## config.mk

```make
export PLATFORM = sky130hd
export DESIGN_NAME = periph_capture
export DESIGN_NICKNAME = d
export VERILOG_FILES = /design/src/rtl/periph_pkg.sv /design/src/rtl/periph_fifo.sv /design/src/rtl/periph_capture.sv
export SDC_FILE = /design/constraint.sdc
export NUM_CORES = 1
export LEC_CHECK = 0
export ABC_AREA = 1
export CAP_MARGIN = 20
export CORE_AREA = 4 4 137 139
export DETAILED_ROUTE_END_ITERATION = 8
export DIE_AREA = 0 0 141 143
export GPL_ROUTABILITY_DRIVEN = 0
export HOLD_SLACK_MARGIN = 0.1
export PLACE_DENSITY = 0.58
export RECOVER_POWER = 100
export SETUP_SLACK_MARGIN = 0.2
export SYNTH_ARGS = -nofsm -noshare
export SYNTH_HDL_FRONTEND = slang
export SYNTH_HIERARCHICAL = 1
export SYNTH_SLANG_ARGS = --single-unit
```

## constraint.sdc

```tcl
create_clock -name clk -period 4.52 [get_ports clk]
set_input_delay 0.678 -clock clk [delete_from_list [all_inputs] [get_ports clk]]
set_output_delay 0.678 -clock clk [all_outputs]
set_load 0.02 [all_outputs]
```

## src/rtl/periph_pkg.sv

```systemverilog
// periph_pkg: shared defaults and types for the peripheral capture block
package periph_pkg;
    localparam int DATA_W_DEFAULT = 16;
    localparam int DEPTH_DEFAULT  = 8;
    localparam int DROP_CNT_W     = 8;
    typedef logic [15:0] periph_word_t;
endpackage

```

## src/rtl/periph_fifo.sv

```systemverilog
// periph_fifo: synchronous FIFO holding captured words, with occupancy count
module periph_fifo
    import periph_pkg::*;
#(
    parameter int DATA_W = DATA_W_DEFAULT,
    parameter int DEPTH  = DEPTH_DEFAULT
) (
    input  logic                     clk,
    input  logic                     rst_n,
    input  logic                     i_push,
    input  logic                     i_pop,
    input  logic [DATA_W-1:0]        i_data,
    output logic [DATA_W-1:0]        o_data,
    output logic [$clog2(DEPTH):0]   o_level
);
    localparam int AW = $clog2(DEPTH);

    logic [DATA_W-1:0] r_mem [DEPTH];
    logic [AW-1:0]     r_wr_ptr;
    logic [AW-1:0]     r_rd_ptr;
    logic [AW:0]       r_level;
    logic              w_empty;
    logic              w_full;
    logic              w_push;
    logic              w_pop;

    assign w_empty = (r_level == '0);
    assign w_full  = (r_level == (AW+1)'(DEPTH));
    assign w_pop   = i_pop & ~w_empty;
    assign w_push  = i_push & (~w_full | w_pop);
    assign o_data  = w_empty ? '0 : r_mem[r_rd_ptr];
    assign o_level = r_level;

    // storage is not reset; only words below the level are ever observed
    always_ff @(posedge clk) begin
        if (w_push) r_mem[r_wr_ptr] <= i_data;
    end

    // pointers wrap naturally at DEPTH because DEPTH is a power of two
    always_ff @(posedge clk or negedge rst_n) begin
        if (!rst_n) begin
            r_wr_ptr <= '0;
            r_rd_ptr <= '0;
            r_level  <= '0;
        end else begin
            if (w_push) r_wr_ptr <= r_wr_ptr + AW'(1);
            if (w_pop)  r_rd_ptr <= r_rd_ptr + AW'(1);
            r_level <= r_level + (AW+1)'(w_push) - (AW+1)'(w_pop);
        end
    end
endmodule

```

## src/rtl/periph_capture.sv

```systemverilog
// periph_capture: captures CPU peripheral writes into a FIFO with drop accounting.
// Define PERIPH_CAPTURE_CHANGE_DETECT_EN to capture on data change instead of periph_we.
module periph_capture
    import periph_pkg::*;
#(
    parameter int DATA_W = DATA_W_DEFAULT,
    parameter int DEPTH  = DEPTH_DEFAULT
) (
    input  logic                   clk,
    input  logic                   rst_n,
    input  logic [DATA_W-1:0]      periph_data,
    input  logic                   periph_we,
    output logic [DATA_W-1:0]      out_data,
    output logic                   out_valid,
    input  logic                   out_ready,
    output logic [$clog2(DEPTH):0] level,
    output logic                   overflow,
    output logic [DROP_CNT_W-1:0]  drop_cnt,
    input  logic                   clr
);
    localparam int LW = $clog2(DEPTH) + 1;

    logic                  w_event;
    logic                  w_pop;
    logic                  w_drop;
    logic                  r_overflow;
    logic [DROP_CNT_W-1:0] r_drop_cnt;

`ifdef PERIPH_CAPTURE_CHANGE_DETECT_EN
    logic [DATA_W-1:0] r_prev;
    logic              w_unused_we;

    assign w_unused_we = periph_we;
    assign w_event     = (periph_data != r_prev);

    // last sampled word, so a held value is captured only once
    always_ff @(posedge clk or negedge rst_n) begin
        if (!rst_n) r_prev <= '0;
        else        r_prev <= periph_data;
    end
`else
    assign w_event = periph_we;
`endif

    assign out_valid = (level != '0);
    assign w_pop     = out_valid & out_ready;
    assign w_drop    = w_event & (level == LW'(DEPTH)) & ~w_pop;
    assign overflow  = r_overflow;
    assign drop_cnt  = r_drop_cnt;

    periph_fifo #(.DATA_W(DATA_W), .DEPTH(DEPTH)) u_fifo (
        .clk     (clk),
        .rst_n   (rst_n),
        .i_push  (w_event & ~w_drop),
        .i_pop   (w_pop),
        .i_data  (periph_data),
        .o_data  (out_data),
        .o_level (level)
    );

    // sticky overflow and saturating drop count; clr beats a same-edge drop
    always_ff @(posedge clk or negedge rst_n) begin
        if (!rst_n) begin
            r_overflow <= 1'b0;
            r_drop_cnt <= '0;
        end else if (clr) begin
            r_overflow <= 1'b0;
            r_drop_cnt <= '0;
        end else if (w_drop) begin
            r_overflow <= 1'b1;
            if (r_drop_cnt != '1) r_drop_cnt <= r_drop_cnt + DROP_CNT_W'(1);
        end
    end
endmodule

```

# == Word-level counts from Yosys, hierarchy flattened ==
# Memories as Yosys holds them, arrays and structs flattened.
# Cells that the tools add are included.
# totals
ff_bits,19
latch_bits,0
ram_bits,128
romBits,0
inputBits,21
out_inout_bits,30
word_cells,37
n_memories,1
# mem_list
name,words,word_bits,read_ports,rd_ports_with_merged_regs,write_ports,line_no,text
u_fifo.r_mem,8,16,1,0,1,periph_fifo.sv:18,logic [DATA_W-1:0] r_mem [DEPTH];
# op_classes
add_sub_neg,5
multipliers,0
div,0
order_cmp,0
eq_ne,2
n_shift,0
mux,8
bitwise,11
reduce_logical,5
# ops
op,count
8-bit two-way mux,3
16-bit two-way mux,1
"8-bit by 1-bit adder with 8-bit output, second input constant",1
"8-bit inequality test, second input constant",1
"3-bit by 1-bit adder with 3-bit output, second input constant",2
1-bit AND,6
4-bit by 1-bit adder with 4-bit output,1
"4-bit equality test, second input constant",1
4-bit zero test,1
1-bit two-way mux,4
1-bit NOT,4
2-bit nonzero test,2
4-bit nonzero test,1
4-bit by 1-bit subtractor with 4-bit output,1
2-bit AND reduction,1
1-bit bitwise OR,1

# == Depth between registers and ports, before layout ==
# logic_depth
depth_word,9
depth_mapped,12
ltp_nobuf,12

# == Cells and area by module ==
# Netlist, hierarchy kept.
# by_module_without_submodules
module,instances,cells_each,area_per_inst_um2,seq_area_each_um2
periph_fifo,1,629,6267.3,4093.9
periph_capture,1,88,645.6,225.2

# == Worst setup path after synthesis ==
# No wires, ideal clock.
# synth_timing
path_type,flip-flop to flip-flop
from,register u_fifo.r_level[1] (netlist: u_fifo/o_level[1])
to,memory u_fifo/r_mem[0][0] (netlist name) (enable)
setup_ns,0.388
t_arrival_ns,2.411
required_ns,4.132
path_slack_ns,1.720
stages_incl_launch_ff,7
path_buffers,0
period_less_slack_ns,2.800
path_cell_list,dfrtp_1 nor2_4 nand2_2 nand2_4 a21boi_0 nand3b_2 nor2_1
# synth_via
elab_chain_cells,9
elab_cells_between_ends,16
cone_classes,eq/ne: 1; mux: 2; bitwise: 11; reduce/logical: 2
# synth_lines
item,line_no,text
from (decl),periph_fifo.sv:21,logic [AW:0] r_level;
from (signal assigned),periph_fifo.sv:48,r_level <= r_level + (AW+1)'(w_push) - (AW+1)'(w_pop);
4-bit nonzero test *,periph_capture.sv:45,assign out_valid = (level != '0);
net out_valid,periph_capture.sv:14,"output logic out_valid,"
1-bit AND *,periph_capture.sv:46,assign w_pop = out_valid & out_ready;
1-bit NOT,periph_capture.sv:47,assign w_drop = w_event & (level == LW'(DEPTH)) & ~w_pop;
1-bit AND,periph_capture.sv:47,
1-bit NOT,periph_capture.sv:54,".i_push (w_event & ~w_drop),"
1-bit AND,periph_capture.sv:54,
1-bit AND *,periph_fifo.sv:30,assign w_push = i_push & (~w_full | w_pop);
1-bit two-way mux *,periph_fifo.sv:36,if (w_push) r_mem[r_wr_ptr] <= i_data;
1-bit two-way mux (implied by the code) *,periph_fifo.sv:36,
to (decl),periph_fifo.sv:18,
# The timed path passes the listed nets; every way through them passes the cells marked *.

# == Worst setup path after layout ==
# layout_timing
from,register u_fifo.r_level[2] (netlist: u_fifo/o_level[2])
to,memory u_fifo/r_mem[5][12] (netlist name) (enable)
# layout_via
elab_chain_cells,9
elab_cells_between_ends,16
cone_classes,eq/ne: 1; mux: 2; bitwise: 11; reduce/logical: 2
# layout_lines
item,line_no
4-bit nonzero test,periph_capture.sv:45
1-bit AND,periph_capture.sv:46
1-bit NOT,periph_capture.sv:47
1-bit AND,periph_capture.sv:47
1-bit NOT,periph_capture.sv:54
1-bit AND,periph_capture.sv:54
1-bit AND *,periph_fifo.sv:30
1-bit two-way mux *,periph_fifo.sv:36
1-bit two-way mux (implied by the code) *,periph_fifo.sv:36
# Every way passes the cells marked *; elsewhere a longest branch is shown, timed or not.

==> summary.txt <==
Outcome -> complete, no violations
Die width -> 141 um
Fin nets -> 800
CTS tree -> built
Reg2Reg Setup Slack -> 0.93 ns
Worst-Margin Slew -> 1.23 ns
# hold bufs at CTS -> 0
Cell row count -> 49
CP bufs+invs -> 2
Vias/cell -> 4.71
Critical path class -> reg -> reg
H-tree Lvls -> 4
Crit Reg-Reg Endpoint -> u_fifo/r_mem[5][12]
Number of CTS-inserted buffers -> 17
Setup bufs post-CTS -> 0
Largest net degree at the start of global routing -> 66
Final Routed Wirelength -> 14800 um
Max Buffers Root-to-Sink -> 2
VDD IR-drop max -> 325 uV
Fill cell count -> 1683
Clk sinks -> 147
RSZ-0062 raised after global routing -> no
Commonest non-fill, non-tap cells in the layout -> 201 x nand2_1, 146 x inv_1, 128 x edfxtp_1
CP Cell Sequence -> inv_1 -> ha_1 -> nand2_1 -> nand2_1 -> nand2_1 -> nand2_1 -> nor2_1 -> clkbuf_1
Hold Fails Final Rpt -> 0
Critical Path Sink Type -> register
Synth unique cells -> 27
Final setup viols -> 0
TritonRoute pass-1 iters -> 4
Slowest stage delay, CP -> 0.85 ns
Clock root cell -> clkbuf_16
Async S/R FF share, synth -> 12.9%
Post-route clock period utilization -> 79.5%
Place WS -> 1.32 ns
CP top delay family -> simple AND/OR/NAND/NOR gates
Buffers on Ports -> 50
Hold Path Origin -> u_fifo/r_rd_ptr[2]
CP Data Required Time -> 4.55 ns
Detailed placement HPWL -> 8580 um
Clk_lat worst skew -> 0.42 ns
Worst path slowest cell -> clkbuf_1
Max-Slew Margin vs Limit -> 18.2%
Synth Cell Area -> 6910 um^2
Setup ws final -> 0.929 ns
Antenna violations before repair -> 1
Synth Instances -> 717
Starting density of the core -> 39.2%
FMAX -> 278 MHz
Wire per inst -> 14.6 um
Worst setup SP type -> register
Vias -> 4773
Slew Viols, Final -> 0
Synth Area per Inst -> 9.64 um^2
Final Skew -> 0.00726 ns
Post-route design area -> 8120 um^2
Crit path DAT -> 3.62 ns
Vias in the first global route -> 4832
Setup TNS -> 0 ns
Worst path most repeated cell -> nand2_1
Routed Antenna Nets -> 0
Layout area overhead -> 17.5%
Hold crit path type -> reg -> reg
Pleak -> 3.70 nW
Final core occ -> 46.0%
Syn Nets -> 747
# DRC -> 0
Tot Pwr -> 0.00509 W
Hold depth -> 1
Pwr/cell area -> 627 nW/um^2
Hold EP -> u_fifo/r_rd_ptr[2]
Layout cells sized above 1 -> 7.02%
Gr ovfl total -> 0
Worst-path clk slew -> 0.06 ns
Worst R2R Start -> u_fifo/o_level[2]
Placeable Area -> 17700 um^2
Post-synth top flop -> edfxtp_1
Top-level I/O count -> 51
DR iter-0 viols -> 257
Chip Height -> 143 um
Reg2Reg Depth -> 8
First-pass GRT wire length -> 24100 um
GRT Resource Usage Total -> 15.6%
Post-synthesis sequential area ratio -> 62.5%
Post-CTS sizing -> 0
Synthesis-stage register bit count -> 147
Die Area -> 20200 um^2
Max Cap Viol -> 0
Post-synth EDFFs -> 128
Fin crit period -> 3.59 ns
CP Max Fanout -> 18
Most common cell after layout, fill and taps aside -> nand2_1
Area of placed instances -> 7600 um^2
Yosys warns -> 6
==> final cells by class <==
type	count	area (um^2)	area share, %
Antenna cell	1	2.50	0.0308
Clock buffer	20	437	5.38
Clock inverter	12	131	1.62
Inverter	150	563	6.93
Multi-Input combinational cell	391	1800	22.1
Sequential cell	147	4320	53.2
Tap cell	229	287	3.53
Timing Repair Buffer	63	583	7.18
==> worst max path at each step <==
| stage | startpoint | end | slack, ns | cells past startpoint |
|---|---|---|---|---|
| floorplan | u_fifo/o_level[1] | u_fifo/r_mem[0][0] | 1.72 | 6 |
| global placement | periph_we | u_fifo/o_level[1] | 1.41 | 11 |
| detailed placement | periph_we | u_fifo/o_level[1] | 1.32 | 11 |
| CTS | u_fifo/r_rd_ptr[0] | out_data[11] | 1.34 | 8 |
| global route | u_fifo/o_level[2] | u_fifo/r_mem[5][12] | 0.60 | 8 |
| finish | u_fifo/o_level[2] | u_fifo/r_mem[5][12] | 0.93 | 8 |
==> stage by stage <==
step	std cells	hold slack, ns
after floorplan	717	0.382
after global placement	980	0.465
after detailed placement	980	0.474
after CTS	1012	0.485
after global routing	1013	0.513
final	1013	0.485
==> synth_stat cells, types with 2 or more instances <==
cell / instances / share of area, %
clkbuf_1: 2 / 0.11
nand3_2: 3 / 0.43
ha_1: 8 / 1.4
dfrtp_1: 19 / 6.9
nand2_2: 4 / 0.36
buf_4: 10 / 1.1
inv_1: 145 / 7.9
buf_2: 10 / 0.72
nor2_4: 4 / 0.65
xnor2_1: 4 / 0.51
inv_2: 5 / 0.27
buf_6: 5 / 0.81
nand3_1: 101 / 7.3
nand2_4: 4 / 0.65
buf_1: 2 / 0.11
xor2_1: 3 / 0.38
a21oi_1: 4 / 0.29
edfxtp_1: 128 / 56
nand2_1: 197 / 11
nor2_2: 2 / 0.18
nor2_1: 51 / 2.8
==> power breakdown <==
group / internal, W / switching, W
combinational: 0.000668 / 0.00127
sequential: 0.00170 / 0.000103
clock: 0.000814 / 0.000540
total: 0.00318 / 0.00191
==> worst reg2reg max path: cells and delay by family (launching register included) <==
family	cells	cell delay [ns]
buf+inv	2	0.95
simple gates	5	1.64
fa+ha+maj	1	0.20
flops	1	0.40
==> metal layers <==
metal  share of wire, %  vias up  global-route usage [%]
li1                   -     2359                       -
met4                1.2        0                    5.35
met2                 50       88                    26.7
met1                 44     2309                    18.9
met3                4.1       17                    4.55
met5                  0        -                       0
==> state kept, by name, summed over array words and instances (netlist names) <==
signal,count
u_fifo/r_rd_ptr,3
u_fifo/r_wr_ptr,3
u_fifo/o_level,4
overflow,1
u_fifo/r_mem,128
drop_cnt,8
==> kinds of logic after synthesis <==
family | Yosys count | synth area share [%]
flops | 147 | 62.5
buf+inv | 179 | 11.0
xor+xnor | 7 | 0.887
simple gates | 369 | 23.4
compound gates | 6 | 0.507
fa+ha+maj | 9 | 1.74
(Power assumes the default switching activity.)
